## src/rtl/gcd_pkg.sv

```systemverilog
// Shared types and default sizes for the GCD job scheduler and its arbiter.
package gcd_pkg;

  localparam int unsigned DefaultWidth  = 16;
  localparam int unsigned DefaultNumReq = 4;

  typedef enum logic [1:0] {
    StIdle,
    StLaunch,
    StWait,
    StResp
  } gcd_sched_state_t;

endpackage

```

## src/rtl/gcd_rr_arbiter.sv

```systemverilog
// Combinational round-robin arbiter: grants the first valid requester after last_grant_i.
module gcd_rr_arbiter #(
  parameter int unsigned NumReq = 4,
  parameter int unsigned IdxW   = 2
) (
  input  logic [NumReq-1:0] req_valid_i,
  input  logic [IdxW-1:0]   last_grant_i,
  output logic [NumReq-1:0] grant_o,
  output logic [IdxW-1:0]   grant_idx_o
);

  int unsigned idx;

  // Walk the ring from farthest to nearest so the nearest valid requester wins.
  always_comb begin
    grant_o     = '0;
    grant_idx_o = '0;
    idx         = 0;
    for (int unsigned k = NumReq; k >= 1; k--) begin
      idx = (32'(last_grant_i) + k) % NumReq;
      if (req_valid_i[idx]) begin
        grant_o      = '0;
        grant_o[idx] = 1'b1;
        grant_idx_o  = IdxW'(idx);
      end
    end
  end

endmodule

```

## src/rtl/gcd_job_scheduler.sv

```systemverilog
// Round-robin front end sharing one start/done GCD engine between NUM_REQ requesters.
// Define GCD_ZERO_GUARD_EN to answer zero-operand jobs directly without using the engine.
module gcd_job_scheduler
  import gcd_pkg::*;
#(
  parameter int unsigned NUM_REQ = DefaultNumReq,
  parameter int unsigned WIDTH   = DefaultWidth,
  parameter int unsigned ID_W    = $clog2(NUM_REQ)
) (
  input  logic                     clk,
  input  logic                     rst_n,
  input  logic [NUM_REQ-1:0]       req_valid,
  output logic [NUM_REQ-1:0]       req_ready,
  input  logic [NUM_REQ*WIDTH-1:0] req_a,
  input  logic [NUM_REQ*WIDTH-1:0] req_b,
  output logic                     eng_start,
  output logic [WIDTH-1:0]         eng_a,
  output logic [WIDTH-1:0]         eng_b,
  input  logic                     eng_done,
  input  logic [WIDTH-1:0]         eng_result,
  output logic                     rsp_valid,
  input  logic                     rsp_ready,
  output logic [ID_W-1:0]          rsp_id,
  output logic [WIDTH-1:0]         rsp_gcd,
  output logic                     rsp_zero
);

  localparam int unsigned IdxW = $clog2(NUM_REQ);

  gcd_sched_state_t state_q, state_d;
  logic [IdxW-1:0]  last_grant_q, last_grant_d;
  logic [IdxW-1:0]  id_q, id_d;
  logic [WIDTH-1:0] eng_a_q, eng_a_d;
  logic [WIDTH-1:0] eng_b_q, eng_b_d;
  logic [WIDTH-1:0] gcd_q, gcd_d;
  logic [NUM_REQ-1:0] grant;
  logic [IdxW-1:0]    grant_idx;
  logic [WIDTH-1:0]   sel_a, sel_b;
`ifdef GCD_ZERO_GUARD_EN
  logic zero_q, zero_d;
`endif

  gcd_rr_arbiter #(
    .NumReq (NUM_REQ),
    .IdxW   (IdxW)
  ) u_arb (
    .req_valid_i  (req_valid),
    .last_grant_i (last_grant_q),
    .grant_o      (grant),
    .grant_idx_o  (grant_idx)
  );

  assign sel_a = req_a[grant_idx*WIDTH +: WIDTH];
  assign sel_b = req_b[grant_idx*WIDTH +: WIDTH];

  always_comb begin
    state_d      = state_q;
    last_grant_d = last_grant_q;
    id_d         = id_q;
    eng_a_d      = eng_a_q;
    eng_b_d      = eng_b_q;
    gcd_d        = gcd_q;
`ifdef GCD_ZERO_GUARD_EN
    zero_d       = zero_q;
`endif
    unique case (state_q)
      StIdle: begin
        if (|req_valid) begin
          last_grant_d = grant_idx;
          id_d         = grant_idx;
          eng_a_d      = sel_a;
          eng_b_d      = sel_b;
          state_d      = StLaunch;
`ifdef GCD_ZERO_GUARD_EN
          zero_d       = 1'b0;
          // The subtractive engine never terminates on a zero operand.
          if (sel_a == '0 || sel_b == '0) begin
            gcd_d   = sel_a | sel_b;
            zero_d  = ~|(sel_a | sel_b);
            state_d = StResp;
          end
`endif
        end
      end
      StLaunch: state_d = StWait;
      StWait: begin
        if (eng_done) begin
          gcd_d   = eng_result;
          state_d = StResp;
        end
      end
      StResp: begin
        if (rsp_ready) state_d = StIdle;
      end
      default: state_d = StIdle;
    endcase
  end

  always_ff @(posedge clk or negedge rst_n) begin
    if (!rst_n) begin
      state_q      <= StIdle;
      last_grant_q <= IdxW'(NUM_REQ - 1);
      id_q         <= '0;
      eng_a_q      <= '0;
      eng_b_q      <= '0;
      gcd_q        <= '0;
`ifdef GCD_ZERO_GUARD_EN
      zero_q       <= 1'b0;
`endif
    end else begin
      state_q      <= state_d;
      last_grant_q <= last_grant_d;
      id_q         <= id_d;
      eng_a_q      <= eng_a_d;
      eng_b_q      <= eng_b_d;
      gcd_q        <= gcd_d;
`ifdef GCD_ZERO_GUARD_EN
      zero_q       <= zero_d;
`endif
    end
  end

  assign req_ready = (state_q == StIdle) ? grant : '0;
  assign eng_start = (state_q == StLaunch);
  assign eng_a     = eng_a_q;
  assign eng_b     = eng_b_q;
  assign rsp_valid = (state_q == StResp);
  assign rsp_id    = ID_W'(id_q);
  assign rsp_gcd   = gcd_q;
`ifdef GCD_ZERO_GUARD_EN
  assign rsp_zero  = zero_q;
`else
  assign rsp_zero  = 1'b0;
`endif

endmodule

```

## config.mk

```make
export PLATFORM = sky130hd
export DESIGN_NAME = gcd_job_scheduler
export DESIGN_NICKNAME = d
export VERILOG_FILES = /design/src/rtl/gcd_pkg.sv /design/src/rtl/gcd_rr_arbiter.sv /design/src/rtl/gcd_job_scheduler.sv
export SDC_FILE = /design/constraint.sdc
export NUM_CORES = 1
export LEC_CHECK = 0
export CAP_MARGIN = 20
export CORE_AREA = 5 5 99 148
export CTS_CLUSTER_DIAMETER = 30
export CTS_CLUSTER_SIZE = 14
export DETAILED_ROUTE_END_ITERATION = 12
export DIE_AREA = 0 0 104 153
export GPL_ROUTABILITY_DRIVEN = 0
export PLACE_DENSITY = 0.88
export REMOVE_ABC_BUFFERS = 1
export SYNTH_ARGS = -nofsm -noshare
export SYNTH_HDL_FRONTEND = slang
export SYNTH_SLANG_ARGS = --single-unit
export TNS_END_PERCENT = 50
```

## constraint.sdc

```tcl
create_clock -name clk -period 7.67 [get_ports clk]
set_clock_uncertainty 0.15 [all_clocks]
set_input_delay 1.1505 -clock clk [delete_from_list [all_inputs] [get_ports clk]]
set_output_delay 1.1505 -clock clk [all_outputs]
set_load 0.01 [all_outputs]
```

== Yosys cells after proc, flatten, opt, wreduce, memory -nomap -nowiden ==
Cells that the tools add are included.
Operators by class
  add/sub/neg operators: 4
  magnitude comparators: 8
  equality and inequality tests: 6
  shift-type cells: 2
  multiplexer cells: 29
  reduce and logical (&&, ||, !) cells: 9
Operators with widths (number)
  64-bit by 7-bit variable part select with 16-bit output: 2
  4-bit 2-to-1 mux: 5
  2-bit 2-to-1 mux: 7
  2-bit by 3-bit < comparator with 1-bit output (second input constant): 4
  1-bit binary-select mux with 2-bit select: 4
  1-bit demux with 2-bit select: 4
  2-bit by 1-bit >= comparator with 1-bit output (second input constant): 4
  1-bit 2-to-1 mux: 8
  2-bit one-hot mux with 4 select lines: 1
  2-bit by 1-bit adder with 2-bit output (second input constant): 2
  2-bit adder (second input constant): 2
  2-bit == test (second input constant): 2
  1-bit logical AND: 4
  2-bit != test (second input constant): 2
  2-bit AND reduction: 2
  4-bit OR reduction: 1
  3-bit AND reduction: 1
  2-bit by 1-bit == test with 1-bit output (second input constant): 1
  2-bit zero test: 1
  2-bit by 1-bit != test with 1-bit output (second input constant): 1
Word-level totals
  flip-flop bits (word level): 54
  bits of input ports: 152
  output and inout bits: 57
  logic and storage cells: 64

== Logic depth before layout (Yosys ltp) ==
Gate-level depths: netlist (run 1).
  word-level depth: 10
  mapped depth: 13
  depth with buffers taken out: 7

== Cells and area by module ==
From an unflattened synthesis (run 1), not the netlist that was laid out.
Unflattened totals
  cell total of the unflattened synthesis: 222
  area total of the unflattened synthesis: 3360.7 µm²
By module, submodules not included
  gcd_job_scheduler: times used 1, cells each 173, area an instance 2947.8 µm², sequential area each 1353.8 µm²
  gcd_rr_arbiter: times used 1, cells each 49, area an instance 412.9 µm², sequential area each 0.0 µm²

== Least setup slack after synthesis (run 1) ==
Ideal clock, no wire load.
  kind: flip-flop to output port
  from: register last_grant_q[0]
  to: output req_ready[0]
  data arrival time: 3.188 ns
  required time: 6.369 ns
  path slack: 3.181 ns
  cell stages (with the launch flop): 13
  path buffers: 6
  cells stage by stage: dfstp_2 > buf_4 > inv_1 > buf_2 > clkbuf_1 > ha_1 > buf_2 > mux2i_1 > mux2_2 > clkbuf_1 > clkbuf_1 > o211ai_1 > a21boi_0
Between the ends
  longest elaborated chain between the ends: 10
  elaborated cells between the ends (all ways): 37
  those cells by class: add/sub (4); order compare (8); mux (21); reduce/logical (4)
RTL lines
  start, declared: RTL line gcd_job_scheduler.sv:31  | logic [IdxW-1:0] last_grant_q, last_grant_d;
  start signal, assigned: RTL line gcd_job_scheduler.sv:102  | last_grant_q <= IdxW'(NUM_REQ - 1);
  start signal, assigned: RTL line gcd_job_scheduler.sv:112  | last_grant_q <= last_grant_d;
  2-bit by 1-bit adder with 2-bit output: RTL line gcd_rr_arbiter.sv:20  | idx = (32'(last_grant_i) + k) % NumReq;
  2-bit by 3-bit < comparator with 1-bit output (implied by the code) / 2-bit by 1-bit >= comparator with 1-bit output (equally long branches): RTL line gcd_rr_arbiter.sv:23  | grant_o[idx] = 1'b1;
  1-bit logical AND (implied by the code): RTL line gcd_rr_arbiter.sv:23
  1-bit 2-to-1 mux (implied by the code): RTL line gcd_rr_arbiter.sv:23
  1-bit demux with 2-bit select
  4-bit 2-to-1 mux (3 in series): RTL line gcd_rr_arbiter.sv:21  | if (req_valid_i[idx]) begin
  4-bit 2-to-1 mux (*): RTL line gcd_rr_arbiter.sv:21
  4-bit 2-to-1 mux (*): RTL line gcd_job_scheduler.sv:123  | assign req_ready = (state_q == StIdle) ? grant : '0;
  end, declared: RTL line gcd_job_scheduler.sv:13  | output logic [NUM_REQ-1:0] req_ready,
Mark *: on every way between the ends. The rest lies on a longest branch, timed or not. The select of a mux whose other input is x is not followed.

== Worst setup path after layout (run 1) ==
  from: register last_grant_q[0]
  to: output req_ready[1]
Same word-level chain as after synthesis.

==> out/summary.txt, run 1 <==
worst hold-check path type = flop to flop
met2 Usage GRT = 43.6%
largest net degree at the start of global routing = 66
RSZ-0062 raised after global routing = false
GR Util All Layers = 24.3%
post-synth top area cell = dfrtp_1
setup bufs post-CTS = 0
Lkg Pwr = 3.16 nW
share of layout cells above drive strength 1 = 10.2%
CP Capture Type = output pin
CP max stage cell = dfstp_4
CTS buffer count = 5
outcome = completed
CTS Buffer Depth = 2
Die Wd = 104 um
Peak Freq = 171 MHz
core footprint = 13300 um^2
Clock Sinks = 54
Clock Latency Late Sink = 0.29 ns
initial antenna violation count = 1
Slowest Stage Delay on Critical Path = 1.10 ns
Post-CTS Hold Buffers = 0
total wire length = 20.7 mm
Max Fanout on Critical Path = 65
Required @ worst endpoint = 6.37 ns
Top Ports = 209
Fillers = 1149
NumNets Final = 1009
Synth Flop Type = dfrtp_1
CTS-repair resized insts = 0
fraction of registers with async set or reset after synthesis = 100%
H-tree depth = 2
number of remaining DRC errors = 0
first-pass GRT wire length = 32.6 mm
commonest non-fill, non-tap cells in the layout = 206 x clkdlybuf4s50_1, 72 x nand2_1, 69 x mux2i_1
Distinct cells, synth = 47
register area share after synthesis = 23.2%
row cnt = 52
final hold violation count = 0
final worst path period share = 76.2%
CTS tree = done
total number of vias = 6287
post-synthesis register bit count = 54
worst rel slew slack = 29.2%
Yosys Warn Count = 0
worst path cell trace = inv_1 -> ha_1 -> mux2i_4 -> buf_4 -> mux2_2 -> o211ai_1 -> a21boi_0 -> clkdlybuf4s50_1
crit path kind = flop to output pin
Arr. time, crit path = 4.54 ns
clock transition time at the flip-flop clock pins of the worst setup and hold paths = 0.09 ns
average cell area after synthesis = 8.36 um^2
crit path launch type = flop
final core utilization = 60.8%
Initial Util = 43.9%
number of global-route vias before repair = 6435
DRT Pass-1 Iters = 6
Synth top area share = 22.3%
commonest non-fill, non-tap cell in the layout = clkdlybuf4s50_1
synth top area cells = dfrtp_1 22%, mux2i_1 12%, o31ai_2 6.2%
Mapped Cells = 697
post-route minimum period = 5.84 ns
CP bufs+invs = 3
Max IR drop VDD = 0.225 mV
Layout Area Growth over Synthesis = 38.4%
GR Overflow Total = 0
GR Util met3 = 4.73%
Die H = 153 um
Worst Tran Pin Value = 1.06 ns
post-route setup TNS = 0 ns
DR WL/cell = 20.5 um
Worst path top cell family by delay = buffers and inverters
met1 usage = 26.9%
IO Port Bufs = 207
final setup vio count = 0
pwr dens = 416 nW/um^2
Post-Syn Area = 5830 um^2
Antenna Nets Post-Route = 0
DRT iter0 DRCs = 404
die area = 15900 um^2
DP HPWL = 14.1 mm
Post-synth EDFFs = 0
max_cap viols = 0
Root Buffer = clkbuf_16
layer with the highest usage = met2
max-slew violations = 0
Vias/cell = 6.23
==> sequential cells by signal (all words and copies together) (netlist names) <==
register,cells
eng_a,16
eng_b,16
last_grant_q,2
rsp_gcd,16
rsp_id,2
state_q,2
==> metal layers <==
| layer | routed length (um) | share of wire, % |
|---|---|---|
| met1 | 7870 | 38 |
| met2 | 10300 | 50 |
| met3 | 1630 | 7.9 |
| met4 | 859 | 4.2 |
| met5 | 0 | 0 |
==> stage by stage <==
stage	area (um^2)	hold WS, ns	setup WS (ns)	total power, mW	std cells
after detailed placement	7890	0.326	2.19	3.07	1000
after global routing	8070	0.361	1.59	3.58	1009
after global placement	7870	0.316	2.25	2.99	999
after CTS	8060	0.345	1.86	3.35	1008
final	8070	0.341	1.83	3.35	1009
after floorplan	5450	0.368	1.06	2.13	617
==> power by group <==
part	switching (mW)	total (mW)	internal, mW
logic	1.34	2.46	1.12
registers	0.174	0.621	0.448
clock network	0.117	0.273	0.156
total	1.63	3.35	1.73
==> area by class of cell <==
cell class	count	area [um^2]	area share (%)
Antenna cell	1	2.50	0.0310
Inverter	11	41.3	0.512
Tap cell	162	203	2.51
Clock inverter	3	47.5	0.590
Timing Repair Buffer	221	2180	27.1
Sequential cell	54	1360	16.8
Clock buffer	5	125	1.55
Multi-Input combinational cell	552	4100	50.9
==> cell families (layout without fill, tap and decap cells) <==
group                      Yosys count  after routing  share of synthesized area (%)
AOI/OAI and AO/OA                  230            230                           31.2
adders and majority gates           12             12                           2.58
buffers and inverters               91            240                           7.28
DFF                                 54             54                           23.2
muxes                               93             93                           16.9
other                                1              2                         0.0643
and+or+nand+nor                    216            216                           18.7
==> cell usage after synthesis (2+ instances only) <==
cell and n:
o31ai_2 29, o31ai_1 6, nand2_1 72, nor2b_1 34, a21oi_1 37, clkbuf_1 57, and2_1 33, mux2i_1 70
and3_1 33, o21ai_0 39, a21o_1 4, dfstp_2 2, inv_1 11, buf_4 2, buf_6 8, a221o_1 33
buf_2 12, a21boi_0 4, o2111ai_1 31, ha_1 12, o211ai_1 4, nor2_1 37, a211oi_1 32, dfrtp_1 52
mux4_2 2, mux2_2 20
==> worst paths after layout <==
path	to	cells after the start	slack, ns	startpoint
max	req_ready[1]	8	1.83	last_grant_q[0]
min	rsp_id[1]	1	0.34	rsp_id[1]
max reg2reg	eng_b[14]	9	2.60	last_grant_q[0]
min reg2reg	rsp_id[1]	1	0.34	rsp_id[1]
max in group asynchronous	eng_a[4]	2	6.02	rst_n
min in group asynchronous	eng_b[15]	2	0.84	rst_n
Power figures use the tool's default switching activity.
==> inputs of run 2 (changes only) <==
clock period = 6.15 ns   (was 7.67 ns; I/O delays follow)
==> run 2 against run 1 <==
First-iteration DRC count shrank 7.9%. Clock-buffer cell count is the same. Sequential power grew 26%. Highest routed layer unchanged.
==> out/summary.txt, run 2 (same netlist as run 1, synthesis figures left out) <==
GR Util All Layers = 24.6% (+0.29 points)
Slowest Stage Delay on Critical Path = 1.16 ns (+0.06 ns)
CTS Buffer Depth = 2 (unchanged)
H-tree depth = 2 (unchanged)
CTS-repair resized insts = 0 (unchanged)
Hold Path Depth = 1 (unchanged)
RSZ-0062 raised after global routing = false
Lkg Pwr = 3.15 nW (-0.20%)
number of global-route vias before repair = 6403 (-0.50%)
final setup vio count = 0 (unchanged)
Max Fanout on Critical Path = 76 (+17%)
worst hold-check path type = flop to flop
total wire length = 20.8 mm (+0.55%)
commonest non-fill, non-tap cell in the layout = clkdlybuf4s50_1
fin cells = 1008 (-0.099%)
reg2reg path depth = 8 (-1)
WHS Endpoint = rsp_id[1]
CTS tree = done
Antenna Nets Post-Route = 0 (unchanged)
outcome = completed
DRT Pass-1 Iters = 5 (-1)
Vias/cell = 6.18 (-0.82%)
Peak Freq = 189 MHz
DR WL/cell = 20.6 um (+0.65%)
worst path cell trace = inv_1 -> ha_1 -> mux2i_1 -> mux2_2 -> o211ai_1 -> a21boi_0 -> clkdlybuf4s50_1
reg-to-reg slack, setup = 1.42 ns (-1.18 ns)
Max IR drop VDD = 0.228 mV (+1.3%)
Fillers = 1180 (+2.7%)
Die Wd = 104 um (unchanged)
max-slew violations = 0 (unchanged)
first-pass GRT wire length = 32.5 mm (-0.27%)
Root Buffer = clkbuf_16
final worst path period share = 86.0%
IO Port Bufs = 207 (unchanged)
Required @ worst endpoint = 5.08 ns (-1.29 ns)
die area = 15900 um^2 (unchanged)
Worst Tran Pin Value = 1.04 ns (-0.0181 ns)
initial antenna violation count = 0 (-1)
NumNets Final = 1009 (unchanged)
CP max stage cell = dfstp_4
Area after DPL = 7880 um^2 (-0.16%)
crit path launch type = flop
share of layout cells above drive strength 1 = 10.2% (unchanged)
row cnt = 52 (unchanged)
commonest non-fill, non-tap cells in the layout = 206 x clkdlybuf4s50_1, 72 x nand2_1, 69 x mux2i_1
dpl cells = 1000 (unchanged)
largest net degree at the start of global routing = 77 (+17%)
Post-CTS Hold Buffers = 0 (unchanged)
Clock Sinks = 54 (unchanged)
final hold violation count = 0 (unchanged)
Top Ports = 209 (unchanged)
pwr dens = 518 nW/um^2 (+25%)
clock transition time at the flip-flop clock pins of the worst setup and hold paths = 0.08 ns (about the same)
final core utilization = 60.7% (-0.10 points)
crit path kind = flop to output pin
DP HPWL = 14.5 mm (+2.6%)
post-route minimum period = 5.29 ns
post-route cell area = 8050 um^2 (-0.17%)
post-route setup TNS = 0 ns (unchanged)
CTS buffer count = 5 (unchanged)
Reg-to-Reg End = eng_a[9]
Reg-to-Reg Start = last_grant_q[0]
Layout Area Growth over Synthesis = 38.1%
Clock Latency Late Sink = 0.29 ns (about the same)
DRT iter0 DRCs = 372 (-7.9%)
total number of vias = 6229 (-0.92%)
GR Overflow Total = 0 (unchanged)
Arr. time, crit path = 4.22 ns (-0.32 ns)
setup bufs post-CTS = 0 (unchanged)
core footprint = 13300 um^2 (unchanged)
worst rel slew slack = 30.1% (+0.94 points)
Hold Path Origin = rsp_id[1]
Initial Util = 43.9% (unchanged)
number of remaining DRC errors = 0 (unchanged)
ANT cells = 0 (-1)
CP Capture Type = output pin
max_cap viols = 0 (unchanged)
Die H = 153 um (unchanged)
==> run 2: critical path: cells and delay by family (launching register included) <==
| kind | cells | cell delay [ns] |
|---|---|---|
| adder cells (fa/ha/maj) | 1 | 0.56 |
| buffers and inverters | 2 | 0.73 |
| AO/OA/AOI/OAI | 2 | 0.42 |
| flip-flops | 1 | 1.16 |
| multiplexers | 2 | 1.02 |
==> run 2: routing by layer <==
layer	track usage, %	part of all wire [%]	wire, um	vias up
met2	44.7	52	10800	285
met1	27.8	39	8080	2993
met3	3.97	6.2	1280	50
li1	-	-	-	2901
met5	0	0	0	-
met4	11.4	3.1	648	0
==> run 2: through the flow <==
step	total power, mW	setup WS, ns	hold slack [ns]
3_3_place_gp	3.74	1.29	0.325
5_1_grt	4.46	0.586	0.375
3_5_place_dp	3.82	1.19	0.336
6_report	4.17	0.860	0.355
2_1_floorplan	2.66	-0.236	0.368
4_1_cts	4.17	0.857	0.358
==> run 2: where the power goes <==
group / switching, mW / internal, mW / total (mW)
registers: 0.225 / 0.558 / 0.784
logic: 1.66 / 1.39 / 3.04
clock network: 0.149 / 0.196 / 0.345
==> run 2: worst max-delay path by stage <==
stage | startpoint | to | slack [ns] | cells after the start
global route | last_grant_q[0] | req_ready[2] | 0.59 | 7
CTS | last_grant_q[0] | req_ready[1] | 0.86 | 7
finish | last_grant_q[0] | req_ready[1] | 0.86 | 7
global placement | last_grant_q[0] | req_ready[1] | 1.29 | 7
detailed placement | last_grant_q[0] | req_ready[1] | 1.19 | 7
floorplan | last_grant_q[0] | eng_a[6] | -0.24 | 7
==> run 2: layout make-up <==
class / instances / area [um^2] / area share [%]
repair buffers: 221 / 2170 / 27.0
multi-input cells: 552 / 4100 / 51.0
flip-flops and latches: 54 / 1360 / 16.9
inverters: 11 / 41.3 / 0.513
clock buffers: 5 / 125 / 1.55
well taps: 162 / 203 / 2.52
clock inverters: 3 / 48.8 / 0.606
